**config.mk**
```make
export PLATFORM = sky130hd
export DESIGN_NAME = bram_lsu_bridge
export DESIGN_NICKNAME = d
export VERILOG_FILES = /design/src/rtl/bram_lsu_bridge.sv
export SDC_FILE = /design/constraint.sdc
export NUM_CORES = 1
export LEC_CHECK = 0
export ABC_AREA = 1
export ABC_CLOCK_PERIOD_IN_PS = 2700
export BUFFER_PORTS_ARGS = -buffer_cell sky130_fd_sc_hd__buf_4
export CAP_MARGIN = 10
export CORE_MARGIN = 8
export CORE_UTILIZATION = 45
export CTS_CLUSTER_SIZE = 25
export DETAILED_ROUTE_END_ITERATION = 7
export HOLD_SLACK_MARGIN = 0.15
export PLACE_DENSITY = 0.75
export SETUP_SLACK_MARGIN = 0.5
export SLEW_MARGIN = 5
export SYNTH_ARGS = -nofsm -noshare
export SYNTH_HDL_FRONTEND = slang
export SYNTH_SLANG_ARGS = --single-unit
```
**constraint.sdc**
```tcl
create_clock -name clka -period 2.7 [get_ports clka]
set_input_delay 0.135 -clock clka [delete_from_list [all_inputs] [get_ports clka]]
set_output_delay 0.135 -clock clka [all_outputs]
set_load 0.03 [all_outputs]
```
**src/rtl/bram_lsu_bridge.sv**
```systemverilog
// Byte-addressed load/store bridge onto a byte-masked, 1-cycle registered-read single-port BRAM.
// Latency: store/error response 1 cycle after accept, load response 2 cycles after accept.
// Backpressure: one request in flight; req_ready only in IDLE, response held until rsp_ready.
// Optional feature macro: BRAM_BRIDGE_ERRCNT_EN adds the saturating err_cnt output.
module bram_lsu_bridge #(
  parameter int LENS  = 10,
  parameter int CNT_W = 16
) (
  input  logic            clka,
  input  logic            rst,
  input  logic            req_valid,
  output logic            req_ready,
  input  logic            req_we,
  input  logic [1:0]      req_size,
  input  logic            req_uns,
  input  logic [LENS+1:0] req_addr,
  input  logic [31:0]     req_wdata,
  output logic            rsp_valid,
  input  logic            rsp_ready,
  output logic [31:0]     rsp_rdata,
  output logic            rsp_err,
  output logic [3:0]      ram_we,
  output logic [LENS-1:0] ram_addr,
  output logic [31:0]     ram_din,
  input  logic [31:0]     ram_dout
`ifdef BRAM_BRIDGE_ERRCNT_EN
  ,
  output logic [CNT_W-1:0] err_cnt
`endif
);

  typedef enum logic [1:0] {
    IDLE = 2'd0,
    RD   = 2'd1,
    RESP = 2'd2
  } state_t;

  // Load shaping info captured at accept, consumed when RAM data arrives in RD.
  typedef struct packed {
    logic [1:0] off;
    logic [1:0] size;
    logic       uns;
  } ld_meta_t;

  state_t          state_q, state_d;
  ld_meta_t        meta_q;
  logic [LENS-1:0] addr_q;
  logic [1:0]      off;
  logic            accept;
  logic            req_err;
  logic [3:0]      st_mask;
  logic [31:0]     ld_shift;
  logic [31:0]     ld_data;

  // Counter width must be at least one bit; this block only exists on a bad setting.
  if (CNT_W < 1) begin : g_cnt_w_invalid
  end

  assign off       = req_addr[1:0];
  assign req_ready = (state_q == IDLE);
  // Reset gates accept so RAM writes stop the instant rst is raised.
  assign accept    = req_valid & req_ready & ~rst;

  // Misalignment / illegal size decode on the live request.
  always_comb begin
    req_err = 1'b0;
    case (req_size)
      2'd1:    req_err = off[0];
      2'd2:    req_err = (off != 2'd0);
      2'd3:    req_err = 1'b1;
      default: req_err = 1'b0;
    endcase
  end

  // Store lane mask and lane-replicated write data.
  always_comb begin
    st_mask = 4'b0000;
    ram_din = req_wdata;
    case (req_size)
      2'd0: begin
        st_mask = 4'b0001 << off;
        ram_din = {4{req_wdata[7:0]}};
      end
      2'd1: begin
        st_mask = 4'b0011 << off;
        ram_din = {2{req_wdata[15:0]}};
      end
      2'd2: begin
        st_mask = 4'b1111;
        ram_din = req_wdata;
      end
      default: begin
        st_mask = 4'b0000;
        ram_din = req_wdata;
      end
    endcase
  end

  assign ram_we   = (accept && req_we && !req_err) ? st_mask : 4'b0000;
  assign ram_addr = accept ? req_addr[LENS+1:2] : addr_q;

  // Align RAM read data to the requested byte and extend to 32 bits.
  always_comb begin
    ld_shift = ram_dout >> {meta_q.off, 3'b000};
    ld_data  = ld_shift;
    case (meta_q.size)
      2'd0:    ld_data = meta_q.uns ? {24'd0, ld_shift[7:0]}
                                    : {{24{ld_shift[7]}}, ld_shift[7:0]};
      2'd1:    ld_data = meta_q.uns ? {16'd0, ld_shift[15:0]}
                                    : {{16{ld_shift[15]}}, ld_shift[15:0]};
      default: ld_data = ld_shift;
    endcase
  end

  // State register.
  always_ff @(posedge clka or posedge rst) begin
    if (rst) state_q <= IDLE;
    else     state_q <= state_d;
  end

  // Next-state: legal loads visit RD, everything else goes straight to RESP.
  always_comb begin
    state_d = state_q;
    case (state_q)
      IDLE: if (accept) state_d = (!req_we && !req_err) ? RD : RESP;
      RD:   state_d = RESP;
      RESP: if (rsp_ready) state_d = IDLE;
      default: state_d = IDLE;
    endcase
  end

  // Response registers, held RAM address and load metadata.
  always_ff @(posedge clka or posedge rst) begin
    if (rst) begin
      rsp_valid <= 1'b0;
      rsp_rdata <= 32'd0;
      rsp_err   <= 1'b0;
      addr_q    <= '0;
      meta_q    <= '0;
    end else begin
      case (state_q)
        IDLE: if (accept) begin
          addr_q <= req_addr[LENS+1:2];
          meta_q <= '{off: off, size: req_size, uns: req_uns};
          if (req_we || req_err) begin
            rsp_valid <= 1'b1;
            rsp_err   <= req_err;
            rsp_rdata <= 32'd0;
          end
        end
        RD: begin
          rsp_valid <= 1'b1;
          rsp_err   <= 1'b0;
          rsp_rdata <= ld_data;
        end
        RESP: if (rsp_ready) rsp_valid <= 1'b0;
        default: rsp_valid <= 1'b0;
      endcase
    end
  end

`ifdef BRAM_BRIDGE_ERRCNT_EN
  // Saturating count of accepted requests that errored.
  always_ff @(posedge clka or posedge rst) begin
    if (rst)                              err_cnt <= '0;
    else if (accept && req_err && (err_cnt != '1)) err_cnt <= err_cnt + CNT_W'(1);
  end
`endif

endmodule

```
==> results.py, run 1 <==
metrics = {
    "finish": {
        "layout_common_cells": "nand2_1, buf_4, dfrtp_1",
        "final_common_cell": "nand2_1",
        "drive_above_1_share": 0.292,
        "final_area_um2": 4620,
        "area_growth_pct": 41.9,
        "nets": 731,
        "fin_cells": 746,
        "final_util": 0.648,
        "fill_cells": 675,
        "diodes": 0,
    },
    "floorplan": {
        "start_util": 0.457,
        "die_area_um2": 10200,
        "placementRows": 31,
        "die_h_um": 101,
        "ioPinCount": 165,
        "die_w_um": 101,
        "fp.coreArea_um2": 7140,
    },
    "placed_design": {
        "pre_cts_ws_ns": 0.775,
        "io_buffers": 164,
        "dp_hpwl_um": 8390,
        "detailed_place.area_um2": 4400,
        "gp_congestion": 0.909,
        "placed_cells": 725,
    },
    "critical_path": {
        "required_ns": 2.89,
        "start_kind": "register",
        "slowest_stage": "dfrtp_1",
        "arrival_ns": 2.15,
        "max_stage_delay_ns": 0.59,
        "critPathTopFamily": "simple AND/OR/NAND/NOR gates",
        "path_max_fanout": 33,
        "path_buf_inv": 1,
        "worstSetupPathType": "reg2reg",
        "crit_path_cell_trace": "inv_2, nand3_1, nand3_4, nand3_4, nand2_1, nand2_1",
        "end_kind": "register",
    },
    "sta": {
        "fin_crit_ns": 1.95,
        "hold_slack_ns": 0.161,
        "finClkSkew_ns": 0.0176,
        "final_max_slew_viol_count": 0,
        "tns_ns": 0,
        "max_freq_ghz": 0.512,
        "grt_setup_unrepaired": "false",
        "hold_violations": 0,
        "worst_pin_slew_ns": 0.731,
        "slew_headroom": 0.511,
        "setup_violations": 0,
        "finalCritPeriodShare": 0.723,
        "setup_ws_ns": 0.749,
    },
    "yosys": {
        "synth_compound_gate_area_share": 0.101,
        "synth-simple-area-share": 0.407,
        "avgSynthCellArea_um2": 6.57,
        "synthCells": 496,
        "synth.yosys.seq_area_share": 0.392,
        "synthTopCellsByArea": "dfrtp_1, nand2_1, a21oi_1",
        "synth_xor_area_frac": 0,
        "synthAdderAreaFrac": 0,
        "synth_area_um2": 3260,
        "synth_top_family_by_area": "simple AND/OR/NAND/NOR gates",
        "synth_nets": 580,
        "synth_top_area_frac": 0.392,
        "yosys.area.top_type": "dfrtp_1",
        "synthMuxAreaShare": 0,
        "synth_warnings": 0,
        "synth.distinct_cells": 21,
        "synth_seq_cells": 51,
    },
    "run_status": {
        "status": "completed",
    },
    "detailed_routing": {
        "drtPass1Iterations": 4,
        "wl_met1_um": 4210,
        "wl_um": 10800,
        "drc": 0,
        "vias_per_cell": 4.93,
        "wl_per_cell_um": 14.5,
        "wl_met3_um": 1160,
        "highest_layer": "met4",
        "drt-initial-drc-count": 180,
        "vias": 3681,
        "wl_met2_um": 5320,
        "ant_nets": 0,
    },
    "job": {
        "maxCapViolCount": 0,
    },
    "clock_network": {
        "clock_sinks": 51,
        "cts.clk_slew.worst_paths_ns": 0.09,
        "post_cts_buffers": 0,
        "cts_tree": "built",
        "clock_path_buffers": 2,
        "htreeDepth": 2,
        "cts_root_buffer": "clkbuf_8",
        "cts_inserted_buffers": 5,
        "clock_latency_ns": 0.31,
    },
    "global_route": {
        "grt_pass1_vias": 3647,
        "grt_pass1_wl_um": 17200,
        "grt_start_max_net_pins": 52,
        "antenna_found_initial": 0,
        "grtUsageTotal": 0.208,
        "grt.overflow.total": 0,
    },
    "power_and_ir_drop": {
        "ir_drop_mv": 0.630,
        "p_leak_nw": 2.70,
        "powerDensity_nw_per_um2": 936,
        "power.total_mw": 4.33,
    },
    "min_path": {
        "holdCritPathClass": "in2reg",
    },
}
## kinds of logic after synthesis
group | count (synthesis)
AOI/OAI and AO/OA | 62
and+or+nand+nor | 325
buffers and inverters | 58
DFF | 51
## power breakdown
part	total [mW]	internal (mW)	switching, mW
Clock	0.438	0.178	0.260
Combinational	2.61	0.894	1.72
Sequential	1.28	1.05	0.230
## worst paths after layout
kind | start | endpoint | slack [ns] | cells past startpoint
min in group asynchronous | rst | rsp_rdata[28]$_DFFE_PP0P_ | 0.61 | 4
max | meta_q[4]$_DFFE_PP0P_ | rsp_rdata[29]$_DFFE_PP0P_ | 0.75 | 6
min reg2reg | rsp_rdata[6]$_DFFE_PP0P_ | rsp_rdata[6]$_DFFE_PP0P_ | 0.48 | 2
min | req_size[0] | meta_q[1]$_DFFE_PP0P_ | 0.16 | 3
max reg2reg | meta_q[4]$_DFFE_PP0P_ | rsp_rdata[29]$_DFFE_PP0P_ | 0.75 | 6
max in group asynchronous | rst | rsp_valid$_DFFE_PP0P_ | 1.66 | 4
## worst register-to-register path: cells and delay by family, from the launching register on
kind	cells	cell delay, ns
buf+inv	1	0.48
simple gates	5	0.79
flops	1	0.59
## area by class of cell
class / instances / area [um2] / area share
multi-input combinational: 387 / 1660 / 0.358
timing repair buffer: 181 / 1390 / 0.301
sequential: 51 / 1280 / 0.276
tap: 99 / 124 / 0.0268
inverter: 21 / 91.3 / 0.0198
clock buffer: 5 / 68.8 / 0.0149
clock inverter: 2 / 13.8 / 0.00298
## registers in the layout (all words and copies together) (netlist names)
name,cells
addr_q,10
rsp_valid,1
meta_q,5
state_q,2
rsp_err,1
rsp_rdata,32
## routing by layer
layer,up-vias,global-route usage
met5,-,0
met4,0,0.0412
met3,14,0.0780
met2,148,0.363
met1,1673,0.234
li1,1846,-
## Yosys cell counts
cell	instances
buf_4	9
nor2_1	11
nor2_4	2
a21oi_2	1
nand3_2	2
dfrtp_1	51
inv_6	1
nand3b_1	1
o21ai_0	21
a21oi_1	34
nand3_1	31
buf_2	13
inv_2	3
inv_1	17
clkbuf_1	8
nand4_1	2
nand2_2	2
o211ai_1	6
nand3_4	2
nand2_1	272
buf_6	7
## what timing repair did
action                                  4_1_cts  5_1_grt
hold buffers                                 14        0
resized for setup                             0        1
endpoints found under the setup margin        0        3
endpoints found under the hold margin        64        0
(Power assumes the default switching activity.)
==> run 2: changes to the inputs <==
ABC_CLOCK_PERIOD_IN_PS = 1800   (was 2700)
clock period = 1.8 ns   (was 2.7 ns; I/O delays follow)
==> run 2 against run 1 <==
Against the previous run:
- the run now ends with setup timing left
- cell count up 6.8%
- global-route usage up 4.2 points
- sequential power up 56%
- first-iteration DRC count up 54%
- design area up 24%
- clock power up 68%
- fmax up 8.3%
- worst setup slack worse by 0.75 ns
- non-clock buffer count up 48
- sequential cell count unchanged
- sequential share of layout area down 5.4 points
- critical path type unchanged
- critical endpoint is now rsp_rdata[19]$_DFFE_PP0P_
- highest routed layer unchanged
==> results.py, run 2 (synthesis gave the netlist of run 1 again) <==
metrics = {
    "run_status": {
        "status": "complete, but fails checks",
        "violations": "setup timing",
    },
    "min_path": {
        "hold_depth": 5,
        "holdCritPathClass": "in2reg",
        "hold_start": "ram_dout[0]",
        "hold_end": "rsp_rdata[0]$_DFFE_PP0P_",
    },
    "critical_path": {
        "path_max_fanout": 8,
        "worstSetupPathType": "reg2reg",
        "r2r_setup_slack_ns": -0.002,
        "end_kind": "register",
        "reg2reg_to": "rsp_rdata[19]$_DFFE_PP0P_",
        "r2r_cells": 10,
        "arrival_ns": 2.01,
        "required_ns": 2.01,
        "rr_startpoint": "state_q[1]$_DFFE_PP0P_",
        "start_kind": "register",
    },
    "finish": {
        "fin_cells": 797,
        "nets": 781,
        "fill_cells": 499,
        "final_area_um2": 5750,
        "drive_above_1_share": 0.433,
        "area_growth_pct": 76.6,
        "largest_reg_flops": 32,
        "largestRegisters": "rsp_rdata: 32 flops, addr_q: 10 flops, meta_q: 5 flops",
        "regMostFlops": "rsp_rdata",
        "diodes": 0,
        "layout_common_cells": "nand2_1, buf_4, dfrtp_1",
        "final_common_cell": "nand2_1",
    },
    "sta": {
        "max_freq_ghz": 0.555,
        "finClkSkew_ns": 0.0143,
        "fin_crit_ns": 1.80,
        "finalCritPeriodShare": 1.00,
        "worst_pin_slew_ns": 0.659,
        "final_max_slew_viol_count": 0,
        "setup_ws_ns": -0.00198,
        "grt_setup_unrepaired": "true",
        "hold_violations": 0,
        "slew_headroom": 0.560,
        "setup_violations": 1,
    },
    "detailed_routing": {
        "wl_um": 13600,
        "wl_per_cell_um": 17.1,
        "vias": 4154,
        "drt-initial-drc-count": 277,
        "ant_nets": 0,
        "drc": 0,
        "drtPass1Iterations": 7,
        "vias_per_cell": 5.21,
    },
    "global_route": {
        "grt_pass1_vias": 4084,
        "grtUsageTotal": 0.249,
        "grt_start_max_net_pins": 52,
        "antenna_found_initial": 0,
        "grt.overflow.total": 0,
        "met3_usage": 0.0925,
        "use_met1": 0.256,
        "grt_pass1_wl_um": 20200,
        "top_usage_layer": "met2",
        "globalRouteMet2Util": 0.445,
    },
    "power_and_ir_drop": {
        "ir_drop_mv": 0.984,
        "powerDensity_nw_per_um2": 1410,
        "p_leak_nw": 3.16,
    },
    "floorplan": {
        "placementRows": 31,
        "start_util": 0.457,
        "die_area_um2": 10200,
        "die_h_um": 101,
        "fp.coreArea_um2": 7140,
        "die_w_um": 101,
        "ioPinCount": 165,
    },
    "clock_network": {
        "cts.clk_slew.worst_paths_ns": 0.11,
        "htreeDepth": 2,
        "cts_tree": "built",
        "clock_latency_ns": 0.32,
        "cts_root_buffer": "clkbuf_8",
        "clock_path_buffers": 2,
        "cts_inserted_buffers": 5,
        "clock_sinks": 51,
    },
    "placed_design": {
        "placed_cells": 733,
        "io_buffers": 164,
        "detailed_place.area_um2": 4620,
        "gp_congestion": 0.882,
        "dp_hpwl_um": 8490,
    },
    "job": {
        "maxCapViolCount": 0,
    },
}
run 2: critical path, cell delays in order, from the launching register on:
cell,delay [ns]
dfrtp_1,0.44
nor2_4,0.16
nand3_4,0.10
buf_6,0.14
buf_8,0.11
a21oi_4,0.19
nand2_4,0.13
buf_12,0.16
buf_16,0.14
nand2_1,0.06
nand2_1,0.05
run 2: per-stage QoR:
stage | setup TNS [ns] | total power, mW | worst slack, ns | hold WS [ns] | utilization
CTS | 0 | 7.53 | 0.0639 | 0.150 | 0.759
global route | -0.630 | 8.61 | -0.0367 | 0.166 | 0.806
floorplan | 0 | 4.93 | 0.129 | 0.154 | -
detailed placement | 0 | 6.17 | 0.224 | 0.298 | 0.647
global placement | 0 | 6.09 | 0.295 | 0.306 | 0.647
finish | -0.00198 | 8.14 | -0.00198 | 0.150 | 0.806
run 2: how the worst max path moves through the flow:
stage | slack [ns] | to | start | cells past startpoint
2_1_floorplan | 0.13 | ram_addr[1] | rst | 6
4_1_cts | 0.06 | ram_we[2] | state_q[0]$_DFFE_PP0P_ | 6
5_1_grt | -0.04 | rsp_rdata[15]$_DFFE_PP0P_ | state_q[1]$_DFFE_PP0P_ | 10
3_5_place_dp | 0.22 | ram_we[2] | state_q[1]$_DFFE_PP0P_ | 6
3_3_place_gp | 0.29 | ram_we[2] | state_q[1]$_DFFE_PP0P_ | 6
6_report | -0.002 | rsp_rdata[19]$_DFFE_PP0P_ | state_q[1]$_DFFE_PP0P_ | 10
run 2: repair_timing:
| action | CTS | global route |
|---|---|---|
| setup endpoints to repair | 58 | 72 |
| hold buffers | 30 | 0 |
| gates cloned | 5 | 1 |
| pin swaps | 5 | 22 |
| setup buffers | 12 | 8 |
| hold endpoints to repair | 73 | 0 |
| resized for setup | 44 | 79 |
run 2: per-layer routing:
metal | share of wire | wire length [um]
met3 | 0.11 | 1460
met1 | 0.34 | 4670
met2 | 0.51 | 7000
met4 | 0.037 | 503
met5 | 0 | 0
run 2: final cells by class:
cell class / count / area, um2 / share of cell area
clock buffer: 6 / 82.6 / 0.0144
clock inverter: 2 / 16.3 / 0.00283
inverter: 21 / 93.8 / 0.0163
multi-input combinational: 387 / 2120 / 0.368
sequential: 51 / 1280 / 0.222
tap: 99 / 124 / 0.0215
timing repair buffer: 229 / 2030 / 0.353
timing repair inverter: 2 / 12.5 / 0.00217
run 2: where the power goes:
part / internal (mW) / total [mW] / switching (mW)
sequential: 1.58 / 2.00 / 0.417
clock: 0.315 / 0.735 / 0.420
combinational: 2.17 / 5.40 / 3.24
